## src/rtl/imem_loader_pkg.sv

```systemverilog
// Shared types and constants for the instruction-memory loader.
// Latency: n/a (declarations only).
// Backpressure: n/a.
package imem_loader_pkg;

    // Loader phases: length header, payload, checksum, then a terminal state.
    typedef enum logic [2:0] {
        ST_LEN,
        ST_DATA,
        ST_CSUM,
        ST_DONE,
        ST_ERR
    } state_t;

    // Number of little-endian length bytes that open every frame.
    localparam int LEN_BYTES = 4;

    // Width of the running payload checksum.
    localparam int CSUM_W = 8;

    // Byte enables for a word whose highest filled lane is last_lane.
    function automatic logic [3:0] lane_strb(input logic [1:0] last_lane);
        logic [3:0] strb;
        case (last_lane)
            2'd0:    strb = 4'b0001;
            2'd1:    strb = 4'b0011;
            2'd2:    strb = 4'b0111;
            default: strb = 4'b1111;
        endcase
        return strb;
    endfunction

endpackage

```

## src/rtl/imem_loader_if.sv

```systemverilog
// Byte-stream input and instruction-memory write port of the loader.
// Latency: n/a (wiring only).
// Backpressure: in_valid/in_ready handshake; the write port has none.
interface imem_loader_if;
    logic        in_valid;
    logic [7:0]  in_data;
    logic        in_ready;
    logic        wr_en;
    logic [31:0] wr_addr;
    logic [31:0] wr_data;
    logic [3:0]  wr_strb;

    // Host side: drives bytes, observes readiness and the write port.
    modport master (
        output in_valid,
        output in_data,
        input  in_ready,
        input  wr_en,
        input  wr_addr,
        input  wr_data,
        input  wr_strb
    );

    // Loader side: consumes bytes and drives the write port.
    modport slave (
        input  in_valid,
        input  in_data,
        output in_ready,
        output wr_en,
        output wr_addr,
        output wr_data,
        output wr_strb
    );
endinterface

```

## src/rtl/imem_byte_packer.sv

```systemverilog
// Packs accepted payload bytes into little-endian 32-bit words with strobes.
// Latency: word presented combinationally on the push that completes it.
// Backpressure: none; the parent only pushes on an accepted payload byte.
module imem_byte_packer
    import imem_loader_pkg::*;
(
    input  logic        clk,
    input  logic        rst_n,
    input  logic        clr,
    input  logic        push,
    input  logic        last,
    input  logic [7:0]  lane_byte,
    output logic        word_valid,
    output logic [31:0] word_data,
    output logic [3:0]  word_strb
);

    // Bytes of the word under construction; lanes not yet filled stay zero.
    logic [31:0] lane_buf;
    logic [1:0]  lane;

    // Merge the incoming byte into its lane and decide whether the word is complete.
    always_comb begin
        word_data  = lane_buf | (32'(lane_byte) << {lane, 3'b000});
        word_strb  = lane_strb(lane);
        word_valid = push && ((lane == 2'd3) || last);
    end

    // Advance the lane on each push; an emitted word restarts from an empty buffer.
    always_ff @(posedge clk) begin
        if (!rst_n || clr) begin
            lane_buf <= '0;
            lane     <= '0;
        end else if (push) begin
            if (word_valid) begin
                lane_buf <= '0;
                lane     <= '0;
            end else begin
                lane_buf <= word_data;
                lane     <= lane + 2'd1;
            end
        end
    end

endmodule

```

## src/rtl/imem_loader.sv

```systemverilog
// Loads a framed byte stream (len32 LE, payload, sum8) into instruction memory.
// Latency: one write per 4 payload bytes, registered on the accepting edge.
// Backpressure: in_ready high in LEN/DATA/CSUM, low once the frame is decided.
module imem_loader
    import imem_loader_pkg::*;
#(
    parameter logic [31:0] BASE_ADDR = 32'h0000_0000,
    parameter int          MAX_BYTES = 4096
) (
    input  logic          clk,
    input  logic          rst_n,
    input  logic          start,
    imem_loader_if.slave  bus,
    output logic          cpu_rst_n,
    output logic          done,
    output logic          err
);

    state_t              state;
    logic [31:0]         len;
    logic [1:0]          len_cnt;
    logic [31:0]         byte_cnt;
    logic [CSUM_W-1:0]   sum;

    logic                accept;
    logic [31:0]         len_full;
    logic                data_last;
    logic                rearm;
    logic                pack_push;
    logic                word_valid;
    logic [31:0]         word_data;
    logic [3:0]          word_strb;

    // Handshake decode and the frame-length view including the byte on the bus.
    always_comb begin
        accept    = bus.in_valid && bus.in_ready;
        len_full  = {bus.in_data, len[23:0]};
        data_last = ((byte_cnt + 32'd1) == len);
        rearm     = start && ((state == ST_DONE) || (state == ST_ERR));
        pack_push = accept && (state == ST_DATA);
    end

    imem_byte_packer u_packer (
        .clk        (clk),
        .rst_n      (rst_n),
        .clr        (rearm),
        .push       (pack_push),
        .last       (data_last),
        .lane_byte  (bus.in_data),
        .word_valid (word_valid),
        .word_data  (word_data),
        .word_strb  (word_strb)
    );

    // Frame FSM with all handshake, write-port and status outputs registered.
    always_ff @(posedge clk) begin
        if (!rst_n) begin
            state        <= ST_LEN;
            len          <= '0;
            len_cnt      <= '0;
            byte_cnt     <= '0;
            sum          <= '0;
            bus.in_ready <= 1'b0;
            bus.wr_en    <= 1'b0;
            bus.wr_addr  <= '0;
            bus.wr_data  <= '0;
            bus.wr_strb  <= '0;
            cpu_rst_n    <= 1'b0;
            done         <= 1'b0;
            err          <= 1'b0;
        end else begin
            bus.wr_en <= 1'b0;
            case (state)
                ST_LEN: begin
                    // Ready rises here on the first cycle out of reset.
                    bus.in_ready <= 1'b1;
                    if (accept) begin
                        len[{len_cnt, 3'b000} +: 8] <= bus.in_data;
                        len_cnt <= len_cnt + 2'd1;
                        if (len_cnt == 2'(LEN_BYTES - 1)) begin
                            if (len_full > 32'(MAX_BYTES)) begin
                                state        <= ST_ERR;
                                err          <= 1'b1;
                                bus.in_ready <= 1'b0;
                            end else if (len_full == 32'd0) begin
                                state <= ST_CSUM;
                            end else begin
                                state <= ST_DATA;
                            end
                        end
                    end
                end
                ST_DATA: begin
                    if (accept) begin
                        byte_cnt <= byte_cnt + 32'd1;
                        sum      <= sum + bus.in_data;
                        if (word_valid) begin
                            bus.wr_en   <= 1'b1;
                            bus.wr_addr <= BASE_ADDR + {byte_cnt[31:2], 2'b00};
                            bus.wr_data <= word_data;
                            bus.wr_strb <= word_strb;
                        end
                        if (data_last) begin
                            state <= ST_CSUM;
                        end
                    end
                end
                ST_CSUM: begin
                    if (accept) begin
                        bus.in_ready <= 1'b0;
                        if (bus.in_data == sum) begin
                            state     <= ST_DONE;
                            done      <= 1'b1;
                            cpu_rst_n <= 1'b1;
                        end else begin
                            state <= ST_ERR;
                            err   <= 1'b1;
                        end
                    end
                end
                ST_DONE, ST_ERR: begin
                    if (start) begin
                        state        <= ST_LEN;
                        len          <= '0;
                        len_cnt      <= '0;
                        byte_cnt     <= '0;
                        sum          <= '0;
                        bus.in_ready <= 1'b1;
                        cpu_rst_n    <= 1'b0;
                        done         <= 1'b0;
                        err          <= 1'b0;
                    end
                end
                default: begin
                    state <= ST_LEN;
                end
            endcase
        end
    end

endmodule
```

## src/flat_wrapper.sv

```systemverilog
// flat-port wrapper written by rule: the top's interface ports become plain ports
module imem_loader_flat import imem_loader_pkg::*;
#(
    parameter logic [31:0] BASE_ADDR = 32'h0000_0000,
    parameter int          MAX_BYTES = 4096
)
  (clk, rst_n, start, cpu_rst_n, done, err, bus_in_valid, bus_in_data, bus_in_ready, bus_wr_en, bus_wr_addr, bus_wr_data, bus_wr_strb);
  imem_loader_if bus_i ();
  input  logic clk;
  input  logic rst_n;
  input  logic start;
  output logic cpu_rst_n;
  output logic done;
  output logic err;
  input wire logic [$bits(bus_i.in_valid)-1:0] bus_in_valid;
  input wire logic [$bits(bus_i.in_data)-1:0] bus_in_data;
  output wire logic [$bits(bus_i.in_ready)-1:0] bus_in_ready;
  output wire logic [$bits(bus_i.wr_en)-1:0] bus_wr_en;
  output wire logic [$bits(bus_i.wr_addr)-1:0] bus_wr_addr;
  output wire logic [$bits(bus_i.wr_data)-1:0] bus_wr_data;
  output wire logic [$bits(bus_i.wr_strb)-1:0] bus_wr_strb;
  assign bus_i.in_valid = bus_in_valid;
  assign bus_i.in_data = bus_in_data;
  assign bus_in_ready = bus_i.in_ready;
  assign bus_wr_en = bus_i.wr_en;
  assign bus_wr_addr = bus_i.wr_addr;
  assign bus_wr_data = bus_i.wr_data;
  assign bus_wr_strb = bus_i.wr_strb;
  imem_loader #(.BASE_ADDR(BASE_ADDR), .MAX_BYTES(MAX_BYTES)) u_core (.clk(clk), .rst_n(rst_n), .start(start), .bus(bus_i), .cpu_rst_n(cpu_rst_n), .done(done), .err(err));
endmodule
```

## config.mk

```make
export PLATFORM = sky130hd
export DESIGN_NAME = imem_loader_flat
export DESIGN_NICKNAME = d
export VERILOG_FILES = /design/src/rtl/imem_loader_pkg.sv /design/src/rtl/imem_loader_if.sv /design/src/rtl/imem_byte_packer.sv /design/src/rtl/imem_loader.sv /design/src/flat_wrapper.sv
export SDC_FILE = /design/constraint.sdc
export NUM_CORES = 1
export LEC_CHECK = 0
export ABC_AREA = 1
export BUFFER_PORTS_ARGS = -buffer_cell sky130_fd_sc_hd__clkbuf_2
export CORE_MARGIN = 4
export CORE_UTILIZATION = 47
export CTS_BUF_LIST = sky130_fd_sc_hd__clkbuf_16
export DETAILED_ROUTE_END_ITERATION = 10
export PLACE_DENSITY_LB_ADDON = 0.1
export SLEW_MARGIN = 40
export SYNTH_ARGS = -nofsm -noshare
export SYNTH_HDL_FRONTEND = slang
export SYNTH_SLANG_ARGS = --single-unit
export TNS_END_PERCENT = 100
```

## constraint.sdc

```tcl
create_clock -name clk -period 2.5 [get_ports clk]
set_clock_uncertainty 0.2 [all_clocks]
set_input_delay 0.5 -clock clk [delete_from_list [all_inputs] [get_ports clk]]
set_output_delay 0.5 -clock clk [all_outputs]
set_load 0.01 [all_outputs]
```

==> flow_summary.ini <==
[clocking]
clkTransAtPathRegs_ns = 0.08
cts_tree = done
cts_buffers = 17
clock_tree.buffer_depth = 2
htree_levels = 4
clockRootBuffer = clkbuf_16
clk_latency_ns = 0.44
clock-sinks = 181

[floorplanning]
core_um2 = 19500
dieArea_um2 = 22100
rows = 51
start_util_pct = 47.7
dieHeight_um = 149
io_pins = 85
die_w_um = 149

[global_route]
met3_usage_pct = 3.78
grt_max_degree = 83
met2_usage_pct = 40.1
grt_pass1_wl_mm = 45.6
antenna_found_initial = 0
grt_pass1_vias = 9110
grt-ovfl-total = 0
use_met1_pct = 35.7
grt-busiest-layer = met2
grt.total_usage_pct = 25.5

[timing]
finalCritPeriodShare_pct = 114
period_needed_ns = 2.84
setup_ws_ns = -0.343
worst_pin_slew_ns = 0.713
timing.slew.headroom_pct = 52.1
slew_violations = 0
rsz0062_at_grt = true
setup_viol = 104
fmax_ghz = 0.352
hold_viol = 0

[critical_path]
worstSetupEndpointType = flop
required_ns = 2.64
critical_path.max_fanout = 16
arrival_ns = 2.98
crit_path_start_kind = flop
critPathKind = flop to flop

[finish]
stdcell_count = 1873
layout-drive-gt1-share_pct = 24.7
final_nets = 1624
num_antenna_cells = 0
syn_to_final_growth_pct = 31.7
final_area_um2 = 12200

[routing]
num_vias = 9862
routedWlPerCell_um = 15.6
ant_nets = 0
dr.pass1.iters = 5
drt-total-wl_mm = 29.3
viasPerCell = 5.27
drc = 0
first_iter_violations = 740

[flow_run]
maxCapViolations = 0

[logic_synthesis]
yosys.cell_types.count = 41
ys_ff_latch = 181
yosysWarnings = 0
yosysSeqAreaShare_pct = 39.1
synth_top_family_by_area = simple AND/OR/NAND/NOR gates
synth_top_area_share_pct = 39.1
synth_edf_count = 0
netlist_area_um2 = 9280
yosys-top-cells-area = dfxtp_1, nand2_1, a21oi_1
yosys-top-cells-count = nand2_1, dfxtp_1, a21oi_1, nand3_1, inv_1
syn-instance-count = 1386
synth_top_area_cell = dfxtp_1
synth_xor_area_share_pct = 0.472
syn_avg_cell_area_um2 = 6.69
synthMuxAreaShare_pct = 0
synth_compound_area_share_pct = 13.7
synth_most_common_cell = nand2_1
synthSimpleGateAreaFrac_pct = 35.1
async_flop_share_pct = 0
synthAdderAreaFrac_pct = 2.37
ys.flop_type = dfxtp_1

[place]
place_area_um2 = 11000
preCtsSetupSlack_ns = -0.419
dpl.cell_count = 1817
dp_hpwl_mm = 19.5
place_congestion = 0.936
io_buffers = 82

[power]
p_leak_nw = 5.19
fin_total_pwr_mw = 8.31
vdd_drop_max_mv = 0.562
cellPowerDensity_nw_per_um2 = 680

[run_status]
outcome = finished, violations left
violations = negative setup slack

[worst_hold_path]
min_path_type = input pin to flop
-- cell usage in the layout, fill, tap and decap left out, drive strengths merged --
| cell type | count |
|---|---|
| and2 | 1 |
| o22a | 1 |
| nor2 | 128 |
| bufbuf | 2 |
| dfxtp | 181 |
| o21ba | 1 |
| nand3b | 7 |
| a31oi | 5 |
| nor4 | 2 |
| nand2 | 355 |
| buf | 168 |
| inv | 142 |
| nand3 | 157 |
| or2 | 30 |
| fa | 1 |
| a21o | 1 |
| clkinv | 6 |
| xnor2 | 2 |
| nand4 | 23 |
| o31ai | 4 |
| or3 | 1 |
| clkbuf | 103 |
| nor3 | 35 |
| o21ai | 38 |
| and3 | 1 |
| a22oi | 1 |
| conb | 2 |
| o21bai | 1 |
| ha | 16 |
| a211oi | 12 |
| xor2 | 3 |
| o22ai | 1 |
| bufinv | 1 |
| a21oi | 176 |
-- worst max-delay path, stage by stage, from the launching register on --
cell and delay (ns):
dfxtp_4 0.37, ha_4 0.16, nand2_4 0.06, nor2_4 0.24
nand2_4 0.12, o21ai_1 0.21, nand2_1 0.11, nand2_1 0.07
nand2_1 0.04, nor2_1 0.12, nand2_1 0.10, nor2_2 0.10
nand3_2 0.13, nand2_4 0.12, nand2_4 0.11, nand2_4 0.11
bufbuf_16 0.29, nor2_1 0.05
-- metrics by stage --
| step | hold slack [ns] | util [%] | setup TNS [ns] |
|---|---|---|---|
| final | 0.217 | 62.8 | -28.03 |
| after global routing | 0.236 | 62.8 | -49.93 |
| after CTS | 0.198 | 60.9 | -23.59 |
| after detailed placement | 0.232 | 56.3 | -38.67 |
| after global placement | 0.228 | 56.3 | -31.73 |
| after floorplan | 0.220 | - | 0 |
-- timing repair --
action	4_1_cts	5_1_grt
endpoints found under the hold margin	0	0
hold buffers	0	0
setup endpoints to repair	104	109
cloned	4	5
resized for setup	29	46
setup buffers	10	6
pin swaps	9	50
-- final cells by class --
class | instances | area (um^2)
clock inverters | 15 | 185
well taps | 265 | 332
inverters | 134 | 507
multi-input cells | 1005 | 5100
clock buffers | 17 | 425
flip-flops and latches | 181 | 3640
fillers | 1795 | 7250
repair buffers | 256 | 2030
-- registers in the layout (all words and copies together), names as in the netlist, 3 cells and up --
name,count
u_core.bus.wr_strb,4
u_core.bus.wr_data,32
u_core.byte_cnt,32
u_core.u_packer.lane_buf,32
u_core.sum,8
u_core.state,3
u_core.bus.wr_addr,30
u_core.len,32
-- worst paths after layout --
check	start	end	slack (ns)	depth (start not counted)
worst max register to register	u_core.byte_cnt[1]	u_core.u_packer.lane_buf[20]	-0.34	17
worst min register to register	u_core.u_packer.lane_buf[14]	u_core.u_packer.lane_buf[14]	0.24	2
worst max-delay path	u_core.byte_cnt[1]	u_core.u_packer.lane_buf[20]	-0.34	17
worst min-delay path	bus_in_data[5]	u_core.u_packer.lane_buf[29]	0.22	3
-- per-layer routing --
layer | share of wire (%) | up-vias
met1 | 46 | 4549
met5 | 0 | -
met3 | 6.4 | 59
met2 | 45 | 290
li1 | - | 4964
met4 | 2.7 | 0
-- cells by family (layout without fill, tap and decap cells) --
| family | Yosys count | after routing |
|---|---|---|
| DFF | 181 | 181 |
| AOI/OAI and AO/OA | 241 | 241 |
| adders and majority gates | 17 | 17 |
| buffers and inverters | 201 | 422 |
| other | 1 | 2 |
| xor gates and xnor gates | 5 | 5 |
| and+or+nand+nor | 740 | 740 |
-- power by group --
| group | switching (mW) | leakage [nW] | internal, mW |
|---|---|---|---|
| clock | 1.35 | 0.303 | 1.45 |
| sequential | 0.126 | 1.46 | 3.08 |
| combinational | 1.46 | 3.42 | 0.860 |
(Power assumes the default switching activity.)
